==> src/rtl/ps2_key_decoder.sv <==
// ps2_key_decoder
//   Turns the byte stream from a PS/2 receiver into complete key events.
//   It also tracks two-player headings and produces start/escape pulses.
//   Each byte uses a level/acknowledge handshake. The block captures a byte
//   while scan_ready is high in IDLE and answers with a one-cycle read pulse.
//   It then waits for scan_ready to drop before it accepts another byte.
//   E0 (extended) and F0 (break) prefixes are remembered until the final code
//   arrives, or until PREFIX_TIMEOUT cycles pass with no following byte.
//
// Ports
//   clk          system clock, rising edge
//   reset_n      synchronous active-low reset
//   scan_code    byte from the receiver, valid while scan_ready = 1
//   scan_ready   receiver has a byte; held high until acknowledged
//   read         one-cycle acknowledge to the receiver
//   key_valid    one-cycle pulse: key_code/key_break/key_ext hold a new event
//   key_code     final scan code of the last event
//   key_break    1 = release, 0 = press
//   key_ext      1 = event carried an E0 prefix
//   p1_dir       player-1 heading (00 up, 01 right, 10 down, 11 left)
//   p2_dir       player-2 heading, same encoding
//   start_pulse  one-cycle pulse on Space press
//   esc_pulse    one-cycle pulse on Escape press
module ps2_key_decoder #(
  parameter int unsigned PREFIX_TIMEOUT = 65535
) (
  input  logic       clk,
  input  logic       reset_n,
  input  logic [7:0] scan_code,
  input  logic       scan_ready,
  output logic       read,
  output logic       key_valid,
  output logic [7:0] key_code,
  output logic       key_break,
  output logic       key_ext,
  output logic [1:0] p1_dir,
  output logic [1:0] p2_dir,
  output logic       start_pulse,
  output logic       esc_pulse
);

  typedef enum logic {IDLE, WAIT_CLR} state_t;

  state_t      state_q, state_d;
  logic        ext_q, ext_d;
  logic        brk_q, brk_d;
  logic [15:0] timer_q, timer_d;
  logic        read_q, read_d;
  logic        key_valid_q, key_valid_d;
  logic [7:0]  key_code_q, key_code_d;
  logic        key_break_q, key_break_d;
  logic        key_ext_q, key_ext_d;
  logic [1:0]  p1_q, p1_d;
  logic [1:0]  p2_q, p2_d;
  logic        start_q, start_d;
  logic        esc_q, esc_d;

  // Requested heading for each player, valid only when the *_req_v flag is set.
  logic        p1_req_v, p2_req_v;
  logic [1:0]  p1_req, p2_req;

  always_comb begin
    p1_req_v = 1'b1;
    p1_req   = 2'b00;
    case (scan_code)
      8'h1D:   p1_req = 2'b00;
      8'h23:   p1_req = 2'b01;
      8'h1B:   p1_req = 2'b10;
      8'h1C:   p1_req = 2'b11;
      default: p1_req_v = 1'b0;
    endcase
    p2_req_v = 1'b1;
    p2_req   = 2'b00;
    case (scan_code)
      8'h75:   p2_req = 2'b00;
      8'h74:   p2_req = 2'b01;
      8'h72:   p2_req = 2'b10;
      8'h6B:   p2_req = 2'b11;
      default: p2_req_v = 1'b0;
    endcase
  end

  always_comb begin
    // NOTE: every signal gets a default first, so no path through this
    // block can leave a value unassigned and infer a latch.
    state_d     = state_q;
    ext_d       = ext_q;
    brk_d       = brk_q;
    timer_d     = timer_q;
    read_d      = 1'b0;
    key_valid_d = 1'b0;
    key_code_d  = key_code_q;
    key_break_d = key_break_q;
    key_ext_d   = key_ext_q;
    p1_d        = p1_q;
    p2_d        = p2_q;
    start_d     = 1'b0;
    esc_d       = 1'b0;

    // The prefix timer runs while a prefix is pending. It silently drops
    // the prefix once it reaches PREFIX_TIMEOUT. A byte capture on the
    // same edge overrides this below.
    if (ext_q || brk_q) begin
      if (32'(timer_q) + 32'd1 >= PREFIX_TIMEOUT) begin
        ext_d   = 1'b0;
        brk_d   = 1'b0;
        timer_d = '0;
      end else begin
        timer_d = timer_q + 16'd1;
      end
    end

    case (state_q)
      IDLE: begin
        if (scan_ready) begin
          state_d = WAIT_CLR;
          read_d  = 1'b1;
          if (scan_code == 8'hE0) begin
            ext_d   = 1'b1;
            brk_d   = brk_q;
            timer_d = '0;
          end else if (scan_code == 8'hF0) begin
            ext_d   = ext_q;
            brk_d   = 1'b1;
            timer_d = '0;
          end else begin
            // The event reports the prefixes seen before this byte, not
            // whatever the timer logic above computed for this edge.
            key_valid_d = 1'b1;
            key_code_d  = scan_code;
            key_break_d = brk_q;
            key_ext_d   = ext_q;
            ext_d       = 1'b0;
            brk_d       = 1'b0;
            timer_d     = '0;
            if (!brk_q) begin
              // A request for the reversed heading (dir ^ 2'b10) is ignored.
              if (!ext_q && p1_req_v && (p1_req != (p1_q ^ 2'b10))) p1_d = p1_req;
              if (ext_q && p2_req_v && (p2_req != (p2_q ^ 2'b10))) p2_d = p2_req;
              start_d = !ext_q && (scan_code == 8'h29);
              esc_d   = !ext_q && (scan_code == 8'h76);
            end
          end
        end
      end
      WAIT_CLR: begin
        if (!scan_ready) state_d = IDLE;
      end
      default: state_d = IDLE;
    endcase
  end

  // NOTE: sequential state uses non-blocking assignments only, so all
  // flops update together from values computed in the previous cycle.
  always_ff @(posedge clk) begin
    if (!reset_n) begin
      state_q     <= IDLE;
      ext_q       <= 1'b0;
      brk_q       <= 1'b0;
      timer_q     <= '0;
      read_q      <= 1'b0;
      key_valid_q <= 1'b0;
      key_code_q  <= 8'h00;
      key_break_q <= 1'b0;
      key_ext_q   <= 1'b0;
      p1_q        <= 2'b01;
      p2_q        <= 2'b11;
      start_q     <= 1'b0;
      esc_q       <= 1'b0;
    end else begin
      state_q     <= state_d;
      ext_q       <= ext_d;
      brk_q       <= brk_d;
      timer_q     <= timer_d;
      read_q      <= read_d;
      key_valid_q <= key_valid_d;
      key_code_q  <= key_code_d;
      key_break_q <= key_break_d;
      key_ext_q   <= key_ext_d;
      p1_q        <= p1_d;
      p2_q        <= p2_d;
      start_q     <= start_d;
      esc_q       <= esc_d;
    end
  end

  assign read        = read_q;
  assign key_valid   = key_valid_q;
  assign key_code    = key_code_q;
  assign key_break   = key_break_q;
  assign key_ext     = key_ext_q;
  assign p1_dir      = p1_q;
  assign p2_dir      = p2_q;
  assign start_pulse = start_q;
  assign esc_pulse   = esc_q;

endmodule
==> config.mk <==
export PLATFORM = sky130hd
export DESIGN_NAME = ps2_key_decoder
export DESIGN_NICKNAME = d
export VERILOG_FILES = /design/src/rtl/ps2_key_decoder.sv
export SDC_FILE = /design/constraint.sdc
export NUM_CORES = 1
export LEC_CHECK = 0
export CAP_MARGIN = 10
export CORE_ASPECT_RATIO = 0.7
export CORE_MARGIN = 2
export CORE_UTILIZATION = 31
export CTS_CLUSTER_DIAMETER = 150
export DETAILED_ROUTE_END_ITERATION = 16
export REMOVE_ABC_BUFFERS = 1
export SLEW_MARGIN = 20
export SYNTH_ARGS = -nofsm -noshare
export SYNTH_HDL_FRONTEND = slang
export SYNTH_SLANG_ARGS = --single-unit
==> constraint.sdc <==
create_clock -name clk -period 2.2 [get_ports clk]
set_clock_uncertainty 0.2 [all_clocks]
set_input_delay 0.33 -clock clk [delete_from_list [all_inputs] [get_ports clk]]
set_output_delay 0.33 -clock clk [all_outputs]
set_load 0.01 [all_outputs]
# [After elaboration in Yosys (flattened, before gate mapping)]
# Index checks and enable logic that the tools add are counted.
[op_classes] add_sub_neg=2 order_cmp=1 eq_ne=16 mux=22 bitwise_logic=8 n_reduce_logical=16
[op_table] cell="16-bit 2-to-1 mux" n=4
[op_table] cell="8-bit by 7-bit equality test with 1-bit output (second input constant)" n=5
[op_table] cell="8-bit by 5-bit equality test with 1-bit output (second input constant)" n=3
[op_table] cell="16-bit by 1-bit adder with 17-bit output (second input constant)" n=1
[op_table] cell="17-bit by 16-bit >= comparator with 1-bit output (second input constant)" n=1
[op_table] cell="16-bit by 1-bit adder with 16-bit output (second input constant)" n=1
[op_table] cell="8-bit by 6-bit equality test with 1-bit output (second input constant)" n=2
[op_table] cell="8-bit equality test (second input constant)" n=2
[op_table] cell="1-bit 2-to-1 mux" n=16
[op_table] cell="2-bit one-hot mux with 3 select lines" n=2
[op_table] cell="6-bit AND reduction" n=2
[op_table] cell="4-bit OR reduction" n=3
[op_table] cell="1-bit NOT" n=8
[op_table] cell="1-bit logical AND" n=6
[op_table] cell="6-bit OR reduction" n=1
[op_table] cell="2-bit inequality test" n=2
[op_table] cell="4-bit inequality test (second input constant)" n=1
[op_table] cell="4-bit AND reduction" n=1
[op_table] cell="3-bit inequality test (second input constant)" n=1
[op_table] cell="2-bit OR reduction" n=1
[op_table] cell="1-bit zero test" n=1
[op_table] cell="1-bit logical OR" n=1
[totals] regBits=37 input_bits=11 elab_cells=78

# [Logic depth before layout (Yosys ltp)]
[logic_depth] ltp_word=6 ltp_mapped=9

# [Worst setup path after synthesis]
# Ideal clock, no wire load.
[synth_timing] path_kind="reg-to-reg" from="reg timer_q[0]" to="reg timer_q[10]" setup_ns=0.120 arrival_time_ns=1.783 t_required_ns=1.880 slack_ns=0.097 stages_incl_launch_ff=10 path_buffers=1 synth_period_minus_slack_ns=2.103 path_cell_list="dfxtp_1 -> ha_1 -> clkbuf_1 -> nand2_1 -> nor4_1 -> a41oi_1 -> o21ai_0 -> nand4_2 -> a41oi_1 -> nand2_1"
[synth_via] elab_chain_len=6 elab_cells_between_ends=7 cone_classes="add/sub: 2; order compare: 1; mux: 4"
[synth_rtl] item="start, declared" line="47" rtl="logic [15:0] timer_q, timer_d;"
[synth_rtl] item="start signal, assigned" line="174" rtl="timer_q <= timer_d;"
[synth_rtl] item="16-bit by 1-bit adder with 17-bit output" line="104" rtl="if (32'(timer_q) + 32'd1 >= PREFIX_TIMEOUT) begin"
[synth_rtl] item="17-bit by 16-bit >= comparator with 1-bit output" line="104"
[synth_rtl] item="16-bit 2-to-1 mux *" line="104"
[synth_rtl] item="16-bit 2-to-1 mux *" line="103" rtl="if (ext_q || brk_q) begin"
[synth_rtl] item="16-bit 2-to-1 mux" line="115" rtl="if (scan_ready) begin"
[synth_rtl] item="16-bit 2-to-1 mux *" line="113" rtl="case (state_q)"
# Every way passes the cells marked *; elsewhere a longest branch is shown, timed or not.
# A chain may end at the register's enable or synchronous reset.

# [Worst setup path in the final report]
[layout_timing] from="reg timer_q[2]" to="reg timer_q[5]"
# Same word-level chain as after synthesis.

==> impl_metrics.yaml <==
status:
  status: "completed"
min_path:
  hold_path_class: "register to register"
  hold_start: "state_q"
logic_synthesis:
  netlist.area_leader.share_pct: 36.9
  yosys.area_share.simple_pct: 33.4
  synth-seq-area-share_pct: 36.9
  muxShareOfSynthArea_pct: 6.97
  ys.flop_type: "dfxtp_1"
  synth-edff-count: 0
  synth_area_mm2: 0.00201
  ys_warn_count: 0
  synth_top_family_by_area: "simple AND/OR/NAND/NOR gates"
  synth-compound-area-share_pct: 14.8
  syn_avg_cell_area_um2: 8.27
  synth_area_leaders: "dfxtp_1 37%, mux2i_1 7.0%, nor2b_1 5.3%, a21oi_1 4.7%, nand3_1 4.0%"
  ys_ff_latch: 37
  synth-xor-area-share_pct: 3.05
  synthCells: 243
  synth_top_area_cell: "dfxtp_1"
  synth_fa_ha_area_share_pct: 1.25
  synthArstFlopShare_pct: 0
  synth_cell_types: 45
critical_path:
  critPathMostFrequentCell: "a21oi_1"
  worstPathArrival_ns: 2.15
  crit_type: "register to register"
  rr_startpoint: "timer_q[2]"
  crit_required_ns: 2.19
  cp-end-kind: "register"
  crit_start: "timer_q[2]"
  worst_path_max_delay_cell: "or4b_4"
  cp_max_fo: 5
  cp_cell_sequence: "nand3_2, or4b_4, a31oi_4, buf_4, a41oi_4, a21oi_1, a21oi_1"
  slowest_delay_ns: 0.55
  critPathLaunchType: "register"
route:
  postRouteWirelength_mm: 5.45
  drt_pass1_iterations: 4
  via_count: 2011
  viasPerCell: 5.05
  routedWlPerCell_um: 13.7
  first_iter_violations: 138
  ant_nets: 0
  route.detailed.drc: 0
pwr:
  cellPowerDensity_mw_per_mm2: 455
  ir_drop_mv: 0.176
  total_power_uw: 1320
  leakage_uw: 0.00105
finish:
  n_fill_cell: 630
  areaGrowthSynthToFinish_pct: 44.0
  num_antenna_cells: 0
  utilization_pct: 46.3
  nets: 332
  drive_gt1_share_pct: 26.9
  stdcell_count: 398
floorplanning:
  rows: 24
  ioPinCount: 29
  die_w_um: 100
  die_area_mm2: 0.00715
  coreArea_mm2: 0.00625
  die-height_um: 71.4
  start_util_pct: 32.2
placement:
  gp_routability_congestion: 0.915
  hpwlAfterDp_mm: 4.21
  io_buffers: 28
  place_inst: 388
  place_ws_ns: -0.258
timing:
  period_share_pct: 98.3
  timing.slew.headroom_pct: 77.2
  setup_viol_count_final: 0
  finalCriticalPeriod_ns: 2.16
  rsz0062_at_grt: "true"
  holdWs_ns: 0.215
  tightest_slew_ns: 0.339
  max_freq_ghz: 0.462
  hold_viol: 0
  setup_ws_ns: 0.0370
  slew_viol_final: 0
global_routing:
  grt_pass1_vias: 1788
  grt_overflow: 0
  grt_pass1_wl_mm: 8.87
  grt_antenna_before_repair: 0
  grt_util_all_layers_pct: 15.8
  grt_max_degree: 14
clock_tree:
  clk_latency_ns: 0.29
  cts_tree: "yes"
  cts_root_buffer: "clkbuf_8"
  clock_path_buffers: 2
  cts.htree.levels: 2
  clkTransAtPathRegs_ns: 0.08
  holdBufCountCts: 0
  cts.sinks: 37
  cts_buffers: 5
run:
  cap_violations: 0
flip-flops by register name, indices dropped and copies added (netlist names):
signal	cells
start_pulse	1
p1_dir	2
p2_dir	2
timer_q	16
brk_q	1
key_valid	1
state_q	1
read	1
ext_q	1
key_ext	1
key_break	1
esc_pulse	1
key_code	8
cells by family (layout without fill, tap and decap cells):
group,after synthesis,in the layout
XOR/XNOR,7,7
adder cells (fa/ha/maj),2,2
AND/OR/NAND/NOR,122,122
buffers and inverters,16,93
flip-flops,37,37
AO/OA/AOI/OAI,45,45
multiplexers,14,14
final cells by class:
cell class                      instances  area [um2]  area share (%)
Sequential cell                        37         752            26.0
Clock inverter                          3        17.5           0.606
Multi-Input combinational cell        190        1260            43.6
Inverter                                4        15.0           0.519
Timing Repair Buffer                   81         682            23.6
Clock buffer                            5        68.8            2.38
Tap cell                               78        97.6            3.37
through the flow:
stage          cell area (um2)  setup TNS [ns]
2_1_floorplan             1950          -0.675
3_3_place_gp              2710          -0.591
3_5_place_dp              2710           -1.26
4_1_cts                   2800               0
5_1_grt                   2890          -0.184
6_report                  2890               0
placed cells by master (no fill, tap or decap), drive strengths merged, types with 5 or more instances in the layout:
cell | synthesis | layout
nor2 | 20 | 20
clkdlybuf4s50 | 0 | 28
nand2 | 20 | 20
o21ai | 11 | 11
clkbuf | 5 | 5
xnor2 | 5 | 5
mux2i | 14 | 14
dfxtp | 37 | 37
nand3 | 18 | 18
a21oi | 20 | 20
nand4 | 9 | 9
buf | 7 | 53
nor3 | 11 | 11
nor4 | 6 | 6
nor2b | 17 | 17
worst max-delay path, delay by kind of cell (launching register included):
family / cells / cell delay, ns
and+or+nand+nor: 2 / 0.69
DFF: 1 / 0.36
AOI/OAI and AO/OA: 4 / 0.66
buffers and inverters: 1 / 0.15
power breakdown:
group / internal, uW / total, uW / switching, uW
logic: 86.5 / 152 / 65.6
registers: 679 / 685 / 5.98
clock network: 219 / 478 / 260
total: 984 / 1320 / 331
metal layers:
layer | share of wire [%] | global-route usage [%]
met5 | 0 | 0
met2 | 43 | 22.3
met4 | 0.92 | 4.11
met3 | 2.8 | 2.93
met1 | 53 | 24.4
synth_stat cells, types with 3 or more instances:
| library cell | instances |
|---|---|
| dfxtp_1 | 37 |
| nand2_1 | 20 |
| nor2_1 | 20 |
| a21oi_1 | 19 |
| nor2b_1 | 17 |
| nand3_1 | 16 |
| mux2i_1 | 14 |
| nor3_1 | 11 |
| o21ai_0 | 10 |
| nand4_1 | 8 |
| nor4_1 | 6 |
| clkbuf_1 | 5 |
| xnor2_1 | 5 |
| and2_1 | 4 |
| buf_2 | 4 |
| inv_1 | 4 |
| and3_1 | 3 |
| nand3b_1 | 3 |
what timing repair did:
action,4_1_cts,5_1_grt
gates resized for setup,1,21
pin swaps,0,6
endpoints found under the setup margin,14,21
buffers inserted,0,2
worst paths after layout:
| check | end | slack, ns | depth (start not counted) |
|---|---|---|---|
| max | timer_q[5] | 0.04 | 7 |
| min | read | 0.21 | 1 |
| max reg2reg | timer_q[5] | 0.04 | 7 |
| min reg2reg | read | 0.21 | 1 |
No activity file was read; power rests on OpenSTA's default activity.
